`config.mk`:
```
export PLATFORM = sky130hd
export DESIGN_NAME = uart_tx_queue
export DESIGN_NICKNAME = d
export VERILOG_FILES = /design/src/rtl/uart_pkg.sv /design/src/rtl/byte_fifo.sv /design/src/rtl/uart_tx_queue.sv
export SDC_FILE = /design/constraint.sdc
export NUM_CORES = 1
export LEC_CHECK = 0
export ABC_AREA = 1
export BUFFER_PORTS_ARGS = -buffer_cell sky130_fd_sc_hd__buf_2
export CAP_MARGIN = 5
export CORE_UTILIZATION = 35
export DETAILED_ROUTE_END_ITERATION = 6
export GPL_TIMING_DRIVEN = 0
export HOLD_SLACK_MARGIN = 0.1
export SETUP_SLACK_MARGIN = 0.1
export SYNTH_ARGS = -nofsm -noshare
export SYNTH_HDL_FRONTEND = slang
export SYNTH_SLANG_ARGS = --single-unit
```
`constraint.sdc`:
```
create_clock -name clk -period 1.8 [get_ports clk]
set_input_delay 0.18 -clock clk [delete_from_list [all_inputs] [get_ports clk]]
set_output_delay 0.18 -clock clk [all_outputs]
set_load 0.02 [all_outputs]
```
`src/rtl/uart_pkg.sv`:
```
// Shared definitions for the Uart8 transmit queue: FSM encoding and default sizing.
package uart_pkg;

  localparam int DEFAULT_DEPTH = 16;

  typedef enum logic [1:0] {
    IDLE      = 2'd0,
    START     = 2'd1,
    WAIT_DONE = 2'd2,
    COMPLETE  = 2'd3
  } txState_t;

endpackage

```
`src/rtl/byte_fifo.sv`:
```
// Synchronous byte FIFO with registered full/empty/count and a registered read on pop.
module byte_fifo
  import uart_pkg::*;
#(
  parameter int DEPTH  = DEFAULT_DEPTH,
  parameter int ADDR_W = $clog2(DEPTH)
) (
  input  logic              clk,
  input  logic              reset,
  input  logic              wrEn,
  input  logic [7:0]        wrData,
  input  logic              rdEn,
  output logic [7:0]        rdData,
  output logic              full,
  output logic              empty,
  output logic [ADDR_W:0]   count
);

  logic [7:0]        mem [DEPTH];
  logic [ADDR_W-1:0] wrPtr;
  logic [ADDR_W-1:0] rdPtr;
  logic              doWr;
  logic              doRd;
  logic [ADDR_W:0]   countNext;

  // full is the registered flag, so a write on a full cycle is rejected even if a pop happens too
  assign doWr = wrEn && !full;
  assign doRd = rdEn && !empty;

  always_comb begin
    countNext = count;
    if (doWr && !doRd) begin
      countNext = count + (ADDR_W+1)'(1);
    end else if (!doWr && doRd) begin
      countNext = count - (ADDR_W+1)'(1);
    end
  end

  always_ff @(posedge clk) begin
    if (doWr) begin
      mem[wrPtr] <= wrData;
    end
  end

  always_ff @(posedge clk) begin
    if (reset) begin
      wrPtr  <= '0;
      rdPtr  <= '0;
      count  <= '0;
      full   <= 1'b0;
      empty  <= 1'b1;
      rdData <= 8'h00;
    end else begin
      if (doWr) begin
        wrPtr <= wrPtr + ADDR_W'(1);
      end
      if (doRd) begin
        rdPtr  <= rdPtr + ADDR_W'(1);
        rdData <= mem[rdPtr];
      end
      count <= countNext;
      full  <= (countNext == (ADDR_W+1)'(DEPTH));
      empty <= (countNext == '0);
    end
  end

endmodule

```
`src/rtl/uart_tx_queue.sv`:
```
// Byte queue in front of the Uart8 transmitter; sequences txStart/txIn one frame at a time.
module uart_tx_queue
  import uart_pkg::*;
#(
  parameter int DEPTH  = DEFAULT_DEPTH,
  parameter int ADDR_W = $clog2(DEPTH)
) (
  input  logic            clk,
  input  logic            reset,
  input  logic            enable,
  input  logic            wrEn,
  input  logic [7:0]      wrData,
  output logic            full,
  output logic            empty,
  output logic [ADDR_W:0] count,
  output logic            overflow,
  output logic            sent,
  output logic            txEn,
  output logic            txStart,
  output logic [7:0]      txIn,
  input  logic            txBusy,
  input  logic            txDone
);

  txState_t state;
  txState_t stateNext;
  logic     pop;

  // The FIFO read register is txIn itself, so it only changes on the IDLE->START pop
  byte_fifo #(
    .DEPTH  (DEPTH),
    .ADDR_W (ADDR_W)
  ) fifo (
    .clk    (clk),
    .reset  (reset),
    .wrEn   (wrEn),
    .wrData (wrData),
    .rdEn   (pop),
    .rdData (txIn),
    .full   (full),
    .empty  (empty),
    .count  (count)
  );

  always_comb begin
    stateNext = state;
    pop       = 1'b0;
    case (state)
      IDLE: begin
        // !txBusy also holds off a new start while Uart8 finishes a frame cut short by reset
        if (enable && !empty && !txBusy) begin
          stateNext = START;
          pop       = 1'b1;
        end
      end
      START: begin
        if (txBusy) begin
          stateNext = WAIT_DONE;
        end
      end
      WAIT_DONE: begin
        if (txDone || !txBusy) begin
          stateNext = COMPLETE;
        end
      end
      COMPLETE: begin
        stateNext = IDLE;
      end
      default: begin
        stateNext = IDLE;
      end
    endcase
  end

  always_ff @(posedge clk) begin
    if (reset) begin
      state    <= IDLE;
      txEn     <= 1'b0;
      overflow <= 1'b0;
    end else begin
      state    <= stateNext;
      txEn     <= enable;
      overflow <= wrEn && full;
    end
  end

  assign txStart = (state == START);
  assign sent    = (state == COMPLETE);

endmodule

```
# Word-level counts from Yosys, hierarchy flattened
# Memory sizes are Yosys's and may differ from the RTL's. A register that Yosys moved wholly into a read port is not among the register bits.
# Index checks and enable logic that the tools add are counted.
# classes
add_sub_neg	4
n_eq_ne	7
n_mux	10
n_reduce_logical	16
# ops
op	count
5-bit two-way mux	2
4-bit by 1-bit adder with 4-bit output (second input constant)	2
2-bit one-hot mux with 4 select lines	1
1-bit logical AND	7
2-bit two-way mux	3
5-bit by 1-bit adder with 5-bit output (second input constant)	1
5-bit equality test (second input constant)	1
1-bit zero test	5
5-bit zero test	1
5-bit by 1-bit subtractor with 5-bit output (second input constant)	1
2-bit equality test (second input constant)	2
1-bit two-way mux	4
2-bit != test (second input constant)	2
3-bit AND reduction	1
2-bit by 1-bit equality test with 1-bit output (second input constant)	1
2-bit zero test	1
2-bit by 1-bit != test with 1-bit output (second input constant)	1
1-bit logical OR	1
# word_totals
register_bits	19
ram_bits	128
mem_count	1
# mem_list
name	words	word_bits	rd	rd_clocked_by_memory_dff	wr	line_no	rtl
fifo.mem	16	8	1	1	1	byte_fifo.sv:19	logic [7:0] mem [DEPTH];

# Longest topological paths before layout
# logic_depth
depth_word	10
mapped_depth	12
mapped_depth_nobuf	12

# Hierarchy
# Synthesis repeated with hierarchy kept, for this count alone.
# unflattened
hier_cells	648
area_unflattened_um2	6611.3
# modules_own_cells
mod	instances	cells_per_inst	area_each_um2
byte_fifo	1	611	6351.1
uart_tx_queue	1	37	260.2

# Worst setup path before layout
# No wires, ideal clock.
# synth_path
path_type	reg2reg
start	register fifo.full
end	memory fifo.mem[10][0] (enable)
arrival_time_ps	1152
required_ps	1430
setup_slack_ps	278
stages_incl_launch_ff	6
path_buffers	0
period_less_slack_ps	1522
cell_sequence	dfxtp_1 -> inv_1 -> nand2_2 -> inv_2 -> nand2_1 -> nor2_1
# synth_via
elab_chain_cells	4
# synth_rtl
item	line_no	rtl
start: declaration	byte_fifo.sv:14	output logic full,
start signal: assignment	byte_fifo.sv:62	full <= (countNext == (ADDR_W+1)'(DEPTH));
1-bit zero test	byte_fifo.sv:27	assign doWr = wrEn && !full;
1-bit logical AND	byte_fifo.sv:27	
1-bit two-way mux	byte_fifo.sv:40	if (doWr) begin
1-bit two-way mux (implied by the code)	byte_fifo.sv:41	mem[wrPtr] <= wrData;
end: declaration	byte_fifo.sv:19	
# No other way between the ends.

# Worst setup path after layout
# layout_path
start	register fifo.full
end	memory fifo.mem[8][6] (enable)
# Same word-level chain as after synthesis.

==> summary.md <==
| Metric | Value |
|---|---|
| Setup total negative slack | `0 ns` |
| Initial antenna violation count | `0` |
| Syn Nets | `615` |
| Maximum vdd drop | `0.000700 V` |
| Final min period | `1.72 ns` |
| Cell variety after synth | `26` |
| Routed wire per std cell | `18.3 um` |
| Clock-pin slew on the worst setup and hold paths | `0.06 ns` |
| Failing checks | `DRC` |
| Largest net degree at the start of global routing | `17` |
| CTS Buffer Depth | `2` |
| Die X | `139 um` |
| Root buf cell | `clkbuf_16` |
| Layout Nets | `676` |
| Lkg Pwr | `0.00290 uW` |
| Final setup vio count | `0` |
| # clock sinks | `155` |
| Final Hold Viols | `0` |
| Layout area overhead | `22.4%` |
| Worst Setup End Kind | `flip-flop` |
| IO Pins | `33` |
| Slew headroom | `55.4%` |
| Share of cells above drive strength 1 | `20.1%` |
| Row count | `49` |
| Final WL | `16300 um` |
| Power Density | `1150 nW/um2` |
| Cell Count, Final, Fillers Out | `892` |
| Status | `finished, violations left` |
| Iteration-0 DRC count of the detailed router | `406` |
| Period utilization | `95.4%` |
| Worst EP required | `1.90 ns` |
| Worst Setup Start Kind | `flip-flop` |
| Cell count after placement | `849` |
| Vias in the first global route | `4489` |
| H-tree Lvls | `4` |
| Grt total ovfl | `0` |
| Residual DRC | `5` |
| Core area | `18100 um2` |
| First-pass GRT wire length | `25000 um` |
| EDFF count, synth | `128` |
| Routability Congestion | `0.864` |
| Critical path arrival | `1.82 ns` |
| #FFs+latches synth | `155` |
| First-pass DRT Iterations | `7` |
| Via density | `5.15` |
| CTS buffer count | `17` |
| Dpl hpwl | `10800 um` |
| Commonest non-fill, non-tap cell in the layout | `edfxtp_1` |
| Via Count | `4592` |
| Fmax | `582 MHz` |
| Starting Density | `36.0%` |
| Post-Synthesis Cells | `589` |
| Final instance area | `7990 um2` |
| Final clock skew | `0.00594 ns` |
| Worst-Skew Late Latency | `0.43 ns` |
| Syn Std Cell Area | `6530 um2` |
| Port bufs | `31` |
| Kind of critical path | `flip-flop to flip-flop` |
| Die footprint | `19200 um2` |
| Unrepaired setup endpoints after global routing | `true` |
| Placed Area | `6970 um2` |
| Pin slew with the least headroom to its limit | `0.669 ns` |
| PnR Total Power | `9170 uW` |
| Most frequent cells in the layout | `128 x edfxtp_1, 127 x nor2_1, 51 x nand2_1` |
| Final slew viol count | `0` |
| Syn Area/Cell | `11.1 um2` |
| Tot GR Track Use | `17.6%` |
| Post-route ant nets | `0` |
| Leading register cell type out of synthesis | `edfxtp_1` |
| Hold Path Class | `input port to flip-flop` |
| Ys async rst share | `0%` |
| Sequential share of the synthesized area | `67.2%` |
| CTS tree | `done` |
| Chip height | `139 um` |
| CP max FO | `10` |
| Diode count | `0` |
| Yosys warnings | `0` |
| Max-cap viol count | `0` |
==> final cells by class <==
class,instances,area [um2]
repair buffers,42,318
plain buffers,29,243
multi-input cells,370,1980
fillers,1635,10200
clock inverters,14,201
clock buffers,18,429
flip-flops and latches,155,4390
well taps,229,287
inverters,35,139
==> repair_timing <==
item | 4_1_cts | 5_1_grt
hold buffers | 2 | 0
endpoints found under the hold margin | 2 | 0
buffers inserted | 0 | 9
setup endpoints to repair | 139 | 138
pin swaps | 0 | 18
resized for setup | 29 | 48
==> power breakdown <==
group          internal [uW]  switching, uW
Sequential              3990           72.9
Clock                   2440           1380
Combinational            460            826
==> routing by layer <==
layer	wire length, um	share of wire (%)	vias up	track usage, %
met5	0	0	-	0
met3	975	6.0	29	3.49
met4	438	2.7	0	7.63
met2	8080	50	169	29.6
li1	-	-	2178	-
met1	6800	42	2216	22.0
==> synthesized netlist by cell type (9+ instances only) <==
master	n	share of area (%)
ha_1	12	2.3
o211ai_1	33	3.8
nand3_1	40	3.1
inv_1	30	1.7
o21ai_0	48	3.7
nand2_1	52	3.0
edfxtp_1	128	59
o21ai_1	19	1.5
nor2_1	143	8.2
buf_2	9	0.69
dfxtp_1	27	8.3
a21oi_1	10	0.77
==> state kept, by name, indices dropped and copies added (netlist names) <==
register and flops:
fifo.empty 1, fifo.wrPtr 4, fifo.full 1, fifo.count 5, fifo.mem 128, txEn 1
fifo.rdData 8, fifo.rdPtr 4, state 2, overflow 1
==> critical path, cell delays in order (launching register included) <==
cell	delay, ns
dfxtp_1	0.33
inv_1	0.07
nand2_2	0.12
inv_2	0.19
nand2_1	0.33
nor2_4	0.35
==> kinds of logic after synthesis <==
logic type                 after synthesis  synth area share (%)
and+or+nand+nor                        243                  15.2
DFF                                    155                  67.2
AOI/OAI and AO/OA                      114                  10.2
buffers and inverters                   64                  4.95
adders and majority gates               12                  2.30
xor gates and xnor gates                 1                 0.134
==> through the flow <==
step	hold slack (ns)	worst slack, ns	util, %
after floorplan	0.279	0.278	-
after global placement	0.419	-0.132	38.4
after detailed placement	0.421	-0.176	38.4
after CTS	0.148	0.0149	42.3
after global routing	0.179	-0.0124	44.0
final	0.159	0.0827	44.0
==> worst paths after layout <==
kind / to / startpoint / cells after the start / slack [ns]
hold / removal: fifo.wrPtr[1]$_SDFFE_PP0P_ / wrEn / 3 / 0.16
hold reg to reg: overflow$_SDFF_PP0_ / fifo.full$_SDFF_PP0_ / 2 / 0.46
setup reg to reg: fifo.mem[8][6]$_DFFE_PP_ / fifo.full$_SDFF_PP0_ / 5 / 0.08
setup / recovery: fifo.mem[8][6]$_DFFE_PP_ / fifo.full$_SDFF_PP0_ / 5 / 0.08
(Power assumes the default switching activity.)
